===== src/rtl/mem_sram_ctrl.sv =====
// mem_sram_ctrl: 32-bit memory-stage port onto a 16-bit async SRAM.
// Optional one-word load bypass buffer: `define SRAM_READ_BYPASS_EN.
module mem_sram_ctrl #(
  parameter int unsigned WAIT_CYCLES = 1,
  parameter int unsigned BASE_ADDR   = 1024
) (
  input  logic        clk,
  input  logic        rst,
  input  logic [31:0] address,
  input  logic [31:0] write_data,
  input  logic        mem_read,
  input  logic        mem_write,
  output logic [31:0] read_data,
  output logic        ready,
  output logic [17:0] sram_addr,
  output logic [15:0] sram_dq_out,
  input  logic [15:0] sram_dq_in,
  output logic        sram_dq_oe,
  output logic        sram_we_n,
  output logic        sram_oe_n
);

  typedef enum logic [1:0] {
    IDLE,
    LO,
    HI,
    DONE
  } state_t;

  localparam logic [2:0]  WC   = 3'(WAIT_CYCLES);
  localparam logic [31:0] BASE = 32'(BASE_ADDR);

  state_t      state;
  state_t      state_d;
  logic [2:0]  cnt;
  logic [2:0]  cnt_d;
  logic        op_wr;
  logic [16:0] w_q;
  logic [31:0] wdata_q;
  logic [31:0] off;
  logic [16:0] w_in;
  logic        req;
  logic        last;
  logic        start;
  logic        hit;
  logic        unused_off;

  assign off        = address - BASE;
  assign w_in       = off[18:2];
  assign unused_off = ^{off[31:19], off[1:0]};
  assign req        = mem_read | mem_write;
  assign last       = (cnt == WC);
  assign start      = (state == IDLE) && req && !hit;

`ifdef SRAM_READ_BYPASS_EN
  logic        byp_v;
  logic [16:0] byp_w;
  logic [31:0] byp_d;

  assign hit = (state == IDLE) && mem_read && !mem_write
            && byp_v && (byp_w == w_in);

  // Capture finished loads; keep buffer coherent with finished stores
  always_ff @(posedge clk or negedge rst) begin
    if (!rst) begin
      byp_v <= 1'b0;
      byp_w <= '0;
      byp_d <= '0;
    end else if (state == DONE) begin
      if (!op_wr) begin
        byp_v <= 1'b1;
        byp_w <= w_q;
        byp_d <= read_data;
      end else if (byp_v && (byp_w == w_q)) begin
        byp_d <= wdata_q;
      end
    end
  end
`else
  assign hit = 1'b0;
`endif

  // State and phase counter register
  always_ff @(posedge clk or negedge rst) begin
    if (!rst) begin
      state <= IDLE;
      cnt   <= '0;
    end else begin
      state <= state_d;
      cnt   <= cnt_d;
    end
  end

  // Next state: each phase lasts WAIT_CYCLES+1 cycles
  always_comb begin
    state_d = state;
    cnt_d   = cnt;
    unique case (state)
      IDLE: begin
        if (start) begin
          state_d = LO;
          cnt_d   = '0;
        end
      end
      LO: begin
        if (last) begin
          state_d = HI;
          cnt_d   = '0;
        end else begin
          cnt_d = cnt + 3'd1;
        end
      end
      HI: begin
        if (last) begin
          state_d = DONE;
          cnt_d   = '0;
        end else begin
          cnt_d = cnt + 3'd1;
        end
      end
      DONE: state_d = IDLE;
      default: state_d = IDLE;
    endcase
  end

  // Latch op type, word index and store data when an access starts
  always_ff @(posedge clk or negedge rst) begin
    if (!rst) begin
      op_wr   <= 1'b0;
      w_q     <= '0;
      wdata_q <= '0;
    end else if (start) begin
      op_wr   <= mem_write;
      w_q     <= w_in;
      wdata_q <= write_data;
    end
  end

  // Load result: one half per phase, or whole word from the buffer
  always_ff @(posedge clk or negedge rst) begin
    if (!rst) begin
      read_data <= '0;
    end else if ((state == LO) && last && !op_wr) begin
      read_data[15:0] <= sram_dq_in;
    end else if ((state == HI) && last && !op_wr) begin
      read_data[31:16] <= sram_dq_in;
`ifdef SRAM_READ_BYPASS_EN
    end else if (hit) begin
      read_data <= byp_d;
`endif
    end
  end

  assign sram_addr   = {w_q, (state == HI)};
  assign sram_dq_out = (state == HI) ? wdata_q[31:16] : wdata_q[15:0];

  // SRAM strobes and pipeline handshake
  always_comb begin
    sram_we_n  = 1'b1;
    sram_oe_n  = 1'b1;
    sram_dq_oe = 1'b0;
    ready      = 1'b0;
    unique case (1'b1)
      (state == LO), (state == HI): begin
        sram_we_n  = !op_wr;
        sram_oe_n  = op_wr;
        sram_dq_oe = op_wr;
      end
      (state == DONE): ready = 1'b1;
      default: ready = !req || hit;
    endcase
  end

endmodule


===== config.mk =====
export PLATFORM = sky130hd
export DESIGN_NAME = mem_sram_ctrl
export DESIGN_NICKNAME = d
export VERILOG_FILES = /design/src/rtl/mem_sram_ctrl.sv
export SDC_FILE = /design/constraint.sdc
export NUM_CORES = 1
export LEC_CHECK = 0
export BUFFER_PORTS_ARGS = -buffer_cell sky130_fd_sc_hd__clkbuf_2
export CAP_MARGIN = 20
export CORE_MARGIN = 2
export CORE_UTILIZATION = 43
export CTS_BUF_LIST = sky130_fd_sc_hd__clkbuf_4 sky130_fd_sc_hd__clkbuf_8 sky130_fd_sc_hd__clkbuf_16
export DETAILED_ROUTE_END_ITERATION = 12
export PLACE_DENSITY = 0.75
export REMOVE_ABC_BUFFERS = 1
export SYNTH_ARGS = -nofsm -noshare
export SYNTH_HDL_FRONTEND = slang
export SYNTH_SLANG_ARGS = --single-unit

===== constraint.sdc =====
create_clock -name clk -period 1.72 [get_ports clk]
set_input_delay 0.086 -clock clk [delete_from_list [all_inputs] [get_ports clk]]
set_output_delay 0.086 -clock clk [all_outputs]
set_load 0.01 [all_outputs]

Yosys cells after proc, flatten, opt, wreduce, memory -nomap -nowiden. Cells that the tools add are included.

Register bits after elaboration: 87. Output and inout bits: 70. Word-level logic and storage cells: 43.

Add/subtract/negate cells: 2. Equality and inequality tests: 7. Muxes and demuxes: 12. Bitwise operators: 2. Reductions and logical operators: 13.

Operators with widths (count): subtractor 19 x 11 -> 19 bit, second input constant (1); 2-to-1 mux 16 bit (1); one-hot mux 2 bit (4 select lines) (1); 2-to-1 mux 2 bit (3); 2-to-1 mux 3 bit (2); one-hot mux 3 bit (2 select lines) (1); logical AND 1 bit (5); == test 2 bit, second input constant (2); != test 2 bit, second input constant (2); AND reduction 2 bit (2); adder 3 x 1 -> 3 bit, second input constant (1); == test 3 x 1 -> 1 bit, second input constant (1); 2-to-1 mux 1 bit (3); AND reduction 3 bit (1); == test 2 x 1 -> 1 bit, second input constant (1); zero test 1 bit (2); zero test 2 bit (1); != test 2 x 1 -> 1 bit, second input constant (1); one-hot mux 1 bit (2 select lines) (1); nonzero test 2 bit (1); OR reduction 2 bit (1); inverter 1 bit (1); bitwise OR 1 bit (1).

Longest topological paths before layout.
Depth after elaboration: 5. Gate-level depth with buffers: 7.

Least setup slack after synthesis. No wires, ideal clock.

Path kind: register to output. From: register state[0]. To: output port sram_dq_out[10]. Arrival: 1664 ps. Required time: 1634 ps. Slack: -30 ps. Stages on the path, launching flop included: 6. Path buffers: 2. Cell sequence: dfrtp_1 > inv_1 > ha_1 > buf_2 > buf_1 > mux2_2.

Word-level cells in the longest chain between the ends: 2.

RTL lines: start, declared (line 33) `state_t state;`; start signal, assigned (line 89) `state <= state_d;`; == test 2 bit; via sram_addr[0] (line 15) `output logic [17:0] sram_addr,`; 2-to-1 mux 16 bit (line 155) `assign sram_dq_out = (state == HI) ? wdata_q[31:16] : wdata_q[15:0];`; end, declared (line 16) `output logic [15:0] sram_dq_out,`.

The timed path passes the listed nets, and every way through them passes these cells.

Worst setup path in the final report.
From: register state[0]. To: output port sram_dq_out[13].

Word-level cells in the longest chain between the ends: 2.

RTL lines (line): == test 2 bit (155); 2-to-1 mux 16 bit (155).

No other way between the ends.

==> results.sh <==
export IMPL_status="complete, no violations"
export IMPL_num_antenna_cells=0
export IMPL_insertion_delay_ps=340
export IMPL_die_y_um=97.79
export IMPL_p_per_area_nw_per_um2=1826
export IMPL_wl_um=10050
export IMPL_p_leak_nw=2.980
export IMPL_netlist_top_cells_area="dfrtp_1 (58%), nand2_1 (13%), mux2_2 (12%)"
export IMPL_gr_max_usage_layer="met2"
export IMPL_critPathRequiredTime_ps=1630
export IMPL_synth_distinct_cells=37
export IMPL_placed_cells=586
export IMPL_gp_congestion=0.7577
export IMPL_stdcell_area_um2=5766
export IMPL_met3_usage=0.04724
export IMPL_core_um2=8636
export IMPL_place_area_um2=4701
export IMPL_crit_type="reg -> out"
export IMPL_drive_gt1_frac=0.4140
export IMPL_path_clk_slew_ps=90
export IMPL_yosys_warnings=0
export IMPL_grt_start_max_net_pins=51
export IMPL_synth_edf_count=0
export IMPL_cts_buffers=9
export IMPL_final_min_clock_period_ps=1708
export IMPL_area_delta_synth_final_pct=52.43
export IMPL_synth_area_per_cell_um2=11.00
export IMPL_max_freq_ghz=0.5856
export IMPL_hold_class="in -> reg"
export IMPL_port_buffers=138
export IMPL_drt_pass1_iter_count=4
export IMPL_cts_max_level=3
export IMPL_dp_hpwl_um=6214
export IMPL_synth_common_cells="nand2_1 (127), dfrtp_1 (87), mux2_2 (39)"
export IMPL_syn_area_um2=3782
export IMPL_slew_headroom=0.5808
export IMPL_rows=34
export IMPL_remaining_drc_errors=0
export IMPL_die_area_um2=9563
export IMPL_tns_ps=0
export IMPL_synthCells=344
export IMPL_yosysTopAreaCell="dfrtp_1"
export IMPL_globalRouteMet2Util=0.3777
export IMPL_yosysSeqAreaShare=0.5756
export IMPL_critPathArrivalTime_ps=1620
export IMPL_clockRootBuffer="clkbuf_8"
export IMPL_synth_seq_cells=87
export IMPL_worstSetupStartpointType="flip-flop"
export IMPL_die_w_um=97.79
export IMPL_viasPerCell=4.943
export IMPL_first_iter_violations=110
export IMPL_io_pins=154
export IMPL_grt_met1_usage=0.2504
export IMPL_final_hold_viol_count=0
export IMPL_tightest_slew_ps=628.8
export IMPL_grt_pass1_wl_um=16440
export IMPL_worstPathMaxFanout=7
export IMPL_wl_per_cell_um=15.10
export IMPL_grt_antenna_before_repair=0
export IMPL_vias=3292
export IMPL_rsz0062_at_grt="true"
export IMPL_synth_top_area_frac=0.5756
export IMPL_postRouteAntennaNets=0
export IMPL_final_cells=666
export IMPL_grtUsageTotal=0.2137
export IMPL_skew_ps=10.49
export IMPL_fillers=666
export IMPL_final_util=0.6676
export IMPL_setup_violations=0
export IMPL_cts_tree="built"
export IMPL_post_route_period_util=0.9928
export IMPL_drv_cap=0
export IMPL_peakVddDrop_uv=856.8
export IMPL_grt_pass1_vias=3485
export IMPL_synth_ff_type="dfrtp_1"
export IMPL_yosys_cell_count_top_type="nand2_1"
export IMPL_clock_sinks=87
export IMPL_drv_slew=0
export IMPL_synth_async_reset_ratio=1.000
export IMPL_start_util=0.4380
export IMPL_clk_path_buf_depth=2
export IMPL_grt_ovfl_total=0
export IMPL_end_kind="output pin"
export IMPL_nNetsFinal=643
## path summary, 6_finish.rpt
path	start	endpoint	slack, ps	depth (start not counted)
setup / recovery	state[0]	sram_dq_out[13]	10	5
hold / removal	mem_write	op_wr	30	3
setup reg to reg	cnt[1]	state[0]	70	3
hold reg to reg	wdata_q[24]	wdata_q[24]	480	2
max in group asynchronous	rst	wdata_q[8]	760	3
min in group asynchronous	rst	cnt[1]	330	2
## placed cells by master, fill, tap and decap left out, drive strengths merged, types with 5 or more instances in the layout
master / instances
buf: 32
dlygate4sd3: 60
a31oi: 5
nor2: 7
nand2: 128
ha: 6
dfrtp: 87
mux2: 49
clkbuf: 132
inv: 6
o21ai: 8
## power breakdown
part	leakage (nW)	internal (mW)	switching (mW)	total, mW
Combinational	1.82	2.83	2.48	5.31
Clock	0.113	0.875	0.712	1.59
Sequential	1.05	3.06	0.579	3.64
## through the flow
stage | worst slack, ps | total power, mW | hold slack, ps
floorplan | -504.8 | 6.130 | -209.6
global placement | 113.9 | 7.819 | 136.6
detailed placement | 68.93 | 8.026 | 141.4
CTS | -15.17 | 10.05 | 11.80
global route | -57.05 | 11.24 | 48.46
finish | 12.38 | 10.53 | 26.95
## what timing repair did
item	4_1_cts	5_1_grt
cloned	1	0
gates resized for setup	17	48
endpoints found under the hold margin	121	0
buffers inserted	3	0
setup endpoints to repair	16	20
hold buffers	60	0
## flip-flops by register name (all words and copies together), names as in the netlist
name / count
state: 2
wdata_q: 32
op_wr: 1
cnt: 3
read_data: 32
w_q: 17
## worst max-delay path, cell delays in order (launching register included)
cell	delay, ps
dfrtp_1	390
inv_2	100
ha_4	200
buf_8	160
mux2_4	310
buf_6	120
## final cells by class
cell class | instances | area (um^2) | share of cell area
clock buffer | 11 | 145.1 | 0.02517
inverter | 6 | 22.52 | 0.003906
sequential | 87 | 2178 | 0.3778
tap | 108 | 135.1 | 0.02344
multi-input combinational | 236 | 1603 | 0.2780
timing repair buffer | 213 | 1600 | 0.2776
clock inverter | 5 | 81.33 | 0.01411
## per-layer routing
metal / vias to the layer above / routed length [um] / part of all wire
li1: 1556 / - / -
met3: 20 / 533 / 0.053
met4: 0 / 230 / 0.023
met1: 1593 / 4171 / 0.41
met5: - / 0 / 0
met2: 123 / 5118 / 0.51
## logic make-up after synthesis
group / share of synthesized area
XOR/XNOR: 0.004632
multiplexers: 0.1558
AO/OA/AOI/OAI: 0.04532
AND/OR/NAND/NOR: 0.1753
adder cells (fa/ha/maj): 0.01985
buffers and inverters: 0.02349
flip-flops: 0.5756
No activity file was read; power rests on OpenSTA's default activity.
